**src/rtl/memory_arbiter.sv**
```systemverilog
// memory_arbiter: serialises fetch and data accesses onto one single-port synchronous RAM.
// Define MEMORY_ARBITER_ROUND_ROBIN_EN for round-robin tie-break; default is data-over-fetch priority.
module memory_arbiter #(
    parameter int unsigned MEM_WORDS = 8192
) (
    input  logic        clk,
    input  logic        rst_n,
    input  logic        fetch_req,
    input  logic [31:0] fetch_a,
    output logic        fetch_gnt,
    output logic        fetch_valid,
    output logic [31:0] fetch_dout,
    input  logic        data_req,
    input  logic        data_rw,
    input  logic [31:0] data_a,
    input  logic [31:0] data_din,
    output logic        data_gnt,
    output logic        data_valid,
    output logic [31:0] data_dout,
    output logic [31:0] ram_a,
    output logic [31:0] ram_din,
    output logic        ram_rw,
    input  logic [31:0] ram_dout
);

    typedef enum logic [1:0] {IDLE, ISSUE, WAIT} state_t;

    state_t state, state_nxt;
    logic   arb;
    logic   respond;
    logic   data_wins;
    logic   fetch_in_range;
    logic   data_in_range;
    logic   sel_data;
    logic   sel_read;
    logic   sel_oor;

    assign fetch_in_range = (fetch_a < MEM_WORDS);
    assign data_in_range  = (data_a < MEM_WORDS);
    assign respond        = (state == WAIT);

`ifdef MEMORY_ARBITER_ROUND_ROBIN_EN
    // last_data = 1 means the previous grant went to data; reset value favours fetch on the first tie
    logic last_data;

    always_ff @(posedge clk or negedge rst_n) begin
        if (!rst_n) begin
            last_data <= 1'b1;
        end else if (arb) begin
            last_data <= data_wins;
        end
    end

    assign data_wins = data_req && (!fetch_req || !last_data);
`else
    assign data_wins = data_req;
`endif

    always_ff @(posedge clk or negedge rst_n) begin
        if (!rst_n) begin
            state <= IDLE;
        end else begin
            state <= state_nxt;
        end
    end

    always_comb begin
        state_nxt = state;
        arb       = 1'b0;
        unique case (state)
            IDLE: begin
                if (fetch_req || data_req) begin
                    arb       = 1'b1;
                    state_nxt = ISSUE;
                end
            end
            ISSUE: state_nxt = WAIT;
            WAIT: begin
                if (fetch_req || data_req) begin
                    arb       = 1'b1;
                    state_nxt = ISSUE;
                end else begin
                    state_nxt = IDLE;
                end
            end
            default: state_nxt = IDLE;
        endcase
    end

    // Response for the finishing access and the next grant can share the same edge.
    always_ff @(posedge clk or negedge rst_n) begin
        if (!rst_n) begin
            fetch_gnt   <= 1'b0;
            fetch_valid <= 1'b0;
            fetch_dout  <= '0;
            data_gnt    <= 1'b0;
            data_valid  <= 1'b0;
            data_dout   <= '0;
            ram_a       <= '0;
            ram_din     <= '0;
            ram_rw      <= 1'b0;
            sel_data    <= 1'b0;
            sel_read    <= 1'b0;
            sel_oor     <= 1'b0;
        end else begin
            fetch_gnt   <= 1'b0;
            data_gnt    <= 1'b0;
            fetch_valid <= 1'b0;
            data_valid  <= 1'b0;
            ram_rw      <= 1'b0;

            if (respond) begin
                if (sel_data) begin
                    data_valid <= 1'b1;
                    if (sel_read) begin
                        data_dout <= sel_oor ? 32'h0 : ram_dout;
                    end
                end else begin
                    fetch_valid <= 1'b1;
                    fetch_dout  <= sel_oor ? 32'h0 : ram_dout;
                end
            end

            if (arb) begin
                sel_data <= data_wins;
                if (data_wins) begin
                    data_gnt <= 1'b1;
                    ram_a    <= data_a;
                    ram_din  <= data_din;
                    ram_rw   <= data_rw && data_in_range;
                    sel_read <= !data_rw;
                    sel_oor  <= !data_in_range;
                end else begin
                    fetch_gnt <= 1'b1;
                    ram_a     <= fetch_a;
                    sel_read  <= 1'b1;
                    sel_oor   <= !fetch_in_range;
                end
            end
        end
    end

endmodule

```
**config.mk**
```make
export PLATFORM = sky130hd
export DESIGN_NAME = memory_arbiter
export DESIGN_NICKNAME = d
export VERILOG_FILES = /design/src/rtl/memory_arbiter.sv
export SDC_FILE = /design/constraint.sdc
export NUM_CORES = 1
export LEC_CHECK = 0
export CAP_MARGIN = 20
export CORE_ASPECT_RATIO = 0.8
export CORE_MARGIN = 2
export CORE_UTILIZATION = 45
export DETAILED_ROUTE_END_ITERATION = 8
export GPL_TIMING_DRIVEN = 0
export PLACE_DENSITY = 0.86
export SYNTH_ARGS = -nofsm -noshare
export SYNTH_HDL_FRONTEND = slang
export SYNTH_SLANG_ARGS = --single-unit
```
**constraint.sdc**
```tcl
create_clock -name clk -period 3.6 [get_ports clk]
set_input_delay 0.54 -clock clk [delete_from_list [all_inputs] [get_ports clk]]
set_output_delay 0.54 -clock clk [all_outputs]
set_load 0.005 [all_outputs]
```
==> results by group <==
Status
  • Status: finished, final reports clean

Power and ir drop
  • Max IR drop VDD: 428 uV
  • Pwr dens: 653 nW/um2
  • P_leak: 3.87 nW
  • Tot Pwr: 6.08 mW

Synth
  • Synth area leaders: dfrtp_1, mux2_2, o21ai_0, nand2_1, a22oi_1
  • Mapped cell area: 5830 um2
  • Syn. warnings: 0
  • Mapped Nets: 660
  • Post-synthesis cell type count: 26
  • Post-Syn Instances: 527
  • Post-synth EDFFs: 0
  • Dominant cell type by area after synthesis: dfrtp_1
  • Top-area cell type share of the netlist area: 59.3%
  • Yosys reg bits: 138
  • Ys flop type: dfrtp_1
  • Post-synthesis sequential area ratio: 59.3%
  • Avg Cell Area, Syn: 11.1 um2
  • FFs w/ async S/R, synth: 100%

Place
  • Dpl hpwl: 13.8 mm
  • RD Place Congestion: 0.915
  • Post-DP Area: 8730 um2
  • Pre-CTS setup slack: 1320 ps
  • Port buffer count: 265

Timing
  • Clk_skew: 7.58 ps
  • Slew @ Worst Pin: 633 ps
  • RSZ-0062 raised after global routing: no
  • Final setup margin: 1710 ps
  • Crit path time final: 1890 ps
  • Final Hold Fails: 0
  • Rel. slew slack: 57.8%
  • Final setup fails: 0
  • Highest clock rate: 530 MHz
  • Slew Limit Fails: 0
  • Final period utilization: 52.5%

Detailed routing
  • Avg WL per Cell: 18.5 um
  • ANT nets after route: 0
  • DR vias: 5304
  • Vias per cell: 5.31
  • Starting DRT DRC Count: 353
  • Post-Route WL: 18.5 mm
  • 1st-pass router iterations: 5
  • DR DRC count: 0

CTS
  • CTS root buf: clkbuf_16
  • Number of clock sinks: 138
  • H-tree Lvls: 4
  • Clock Path Buffers: 2
  • PostCTS Resize Cnt: 0
  • CTS buffer count: 17
  • Setup Buffers After CTS: 0
  • Worst-Skew Late Latency: 420 ps
  • Worst-path clk slew: 60 ps
  • CTS tree: built
  • Cts hold-fix bufs: 0

Cells and area
  • Post-Route Utilization: 73.1%
  • Post-route cell area: 9310 um2
  • Sequential cell area: 3450 um2
  • Commonest non-fill, non-tap cells in the layout: clkdlybuf4s50_1, dfrtp_1, nand2_1
  • Area Overhead vs Synth: 59.8%
  • Most common cell after layout, fill and taps aside: clkdlybuf4s50_1
  • Diodes inserted: 0
  • Multi-input logic area: 2120 um2
  • Final #Nets: 945
  • FILL cells: 833
  • Fraction of layout cells with a size suffix above 1: 12.9%

Floorplan
  • Core ar.: 12700 um2
  • FP Rows: 37
  • Ports: 266
  • Die ar.: 13900 um2
  • Die width: 131 um
  • Initial core utilization: 45.8%
  • Die height: 106 um

Setup path
  • Worst setup SP type: register
  • Largest fanout on the critical path: 3
  • Crit-path leading delay family: buffers and inverters
  • Critical path, cell by cell: clkdlybuf4s50_1
  • Critical path arrival: 1350 ps
  • CP Capture Type: primary output
  • CP max stage cell: clkdlybuf4s50_1
  • Worst Setup Path Type: register to primary output
  • Buf+Inv Stages, Crit Path: 1
  • Crit-path max cell delay: 540 ps
  • CP required: 3060 ps

Global routing
  • Antenna violations before repair: 0
  • Largest net degree at the start of global routing: 74
  • GR Overflow Total: 0
  • Vias in the first global route: 5565
  • First-pass GRT wire length: 29.1 mm
  • Gr usage total: 26.9%

Flow run
  • Max-cap violations: 0

Hold path
  • Hold Crit Class: primary input to async pin
## path summary, 6_finish.rpt
kind | start | endpoint | slack [ps] | depth (start not counted)
min | rst_n | data_dout[15] | 120 | 1
max in group asynchronous | rst_n | data_dout[12] | 2690 | 2
min reg2reg | state[1] | state[1] | 450 | 1
max reg2reg | sel_data | data_dout[21] | 2140 | 5
min in group clk | state[1] | state[1] | 450 | 1
max | ram_a[2] | ram_a[2] | 1710 | 1
## metrics by stage
stage | instances | TNS (ps) | hold WS [ps]
4_1_cts | 998 | 0 | 133
3_5_place_dp | 968 | 0 | 446
3_3_place_gp | 967 | -435340 | 426
2_1_floorplan | 527 | 0 | 244
5_1_grt | 998 | 0 | 161
6_report | 998 | 0 | 116
## synth_stat cells (12+ instances only)
cell type / instances
o21ai_1: 28
dfrtp_1: 138
nand2b_1: 33
nor2b_1: 35
a22oi_1: 32
o21ai_0: 53
buf_2: 12
nand2_1: 67
o21ai_2: 17
mux2_2: 32
a21oi_1: 32
## flip-flops by register name, summed over array words and instances (netlist names)
name and flops:
data_dout 32, data_gnt 1, data_valid 1, fetch_dout 32, fetch_gnt 1, fetch_valid 1
ram_a 32, ram_din 32, ram_rw 1, sel_data 1, sel_oor 1, sel_read 1
state 2
## cell type report
type                    instances  area share (%)
flip-flops and latches        138            37.1
well taps                     175            2.35
multi-input cells             350            22.8
clock inverters                 8            1.29
inverters                       1          0.0403
clock buffers                  22            4.98
repair buffers                266            28.8
plain buffers                  38            2.69
## report_power, final
part / internal (mW) / total, mW / switching, mW / leakage [nW]
clock: 1.11 / 1.75 / 0.639 / 0.282
combinational: 1.25 / 1.99 / 0.744 / 1.87
sequential: 2.03 / 2.34 / 0.305 / 1.71
total: 4.39 / 6.08 / 1.69 / 3.87
## routing by layer
| layer | wire length (um) | GRT usage [%] |
|---|---|---|
| met5 | 0 | 0 |
| met4 | 313 | 8.77 |
| met3 | 1750 | 10.9 |
| met2 | 9230 | 45.9 |
| met1 | 7210 | 31.3 |
## cells by family (layout without fill, tap and decap cells)
| family | count (synthesis) | in the layout | share of synthesized area (%) |
|---|---|---|---|
| flip-flops | 138 | 138 | 59.3 |
| AND/OR/NAND/NOR | 153 | 153 | 13.4 |
| AO/OA/AOI/OAI | 165 | 165 | 16.8 |
| buffers and inverters | 39 | 335 | 4.36 |
| multiplexers | 32 | 32 | 6.18 |
Note: power is estimated with default switching activity, not from simulation.
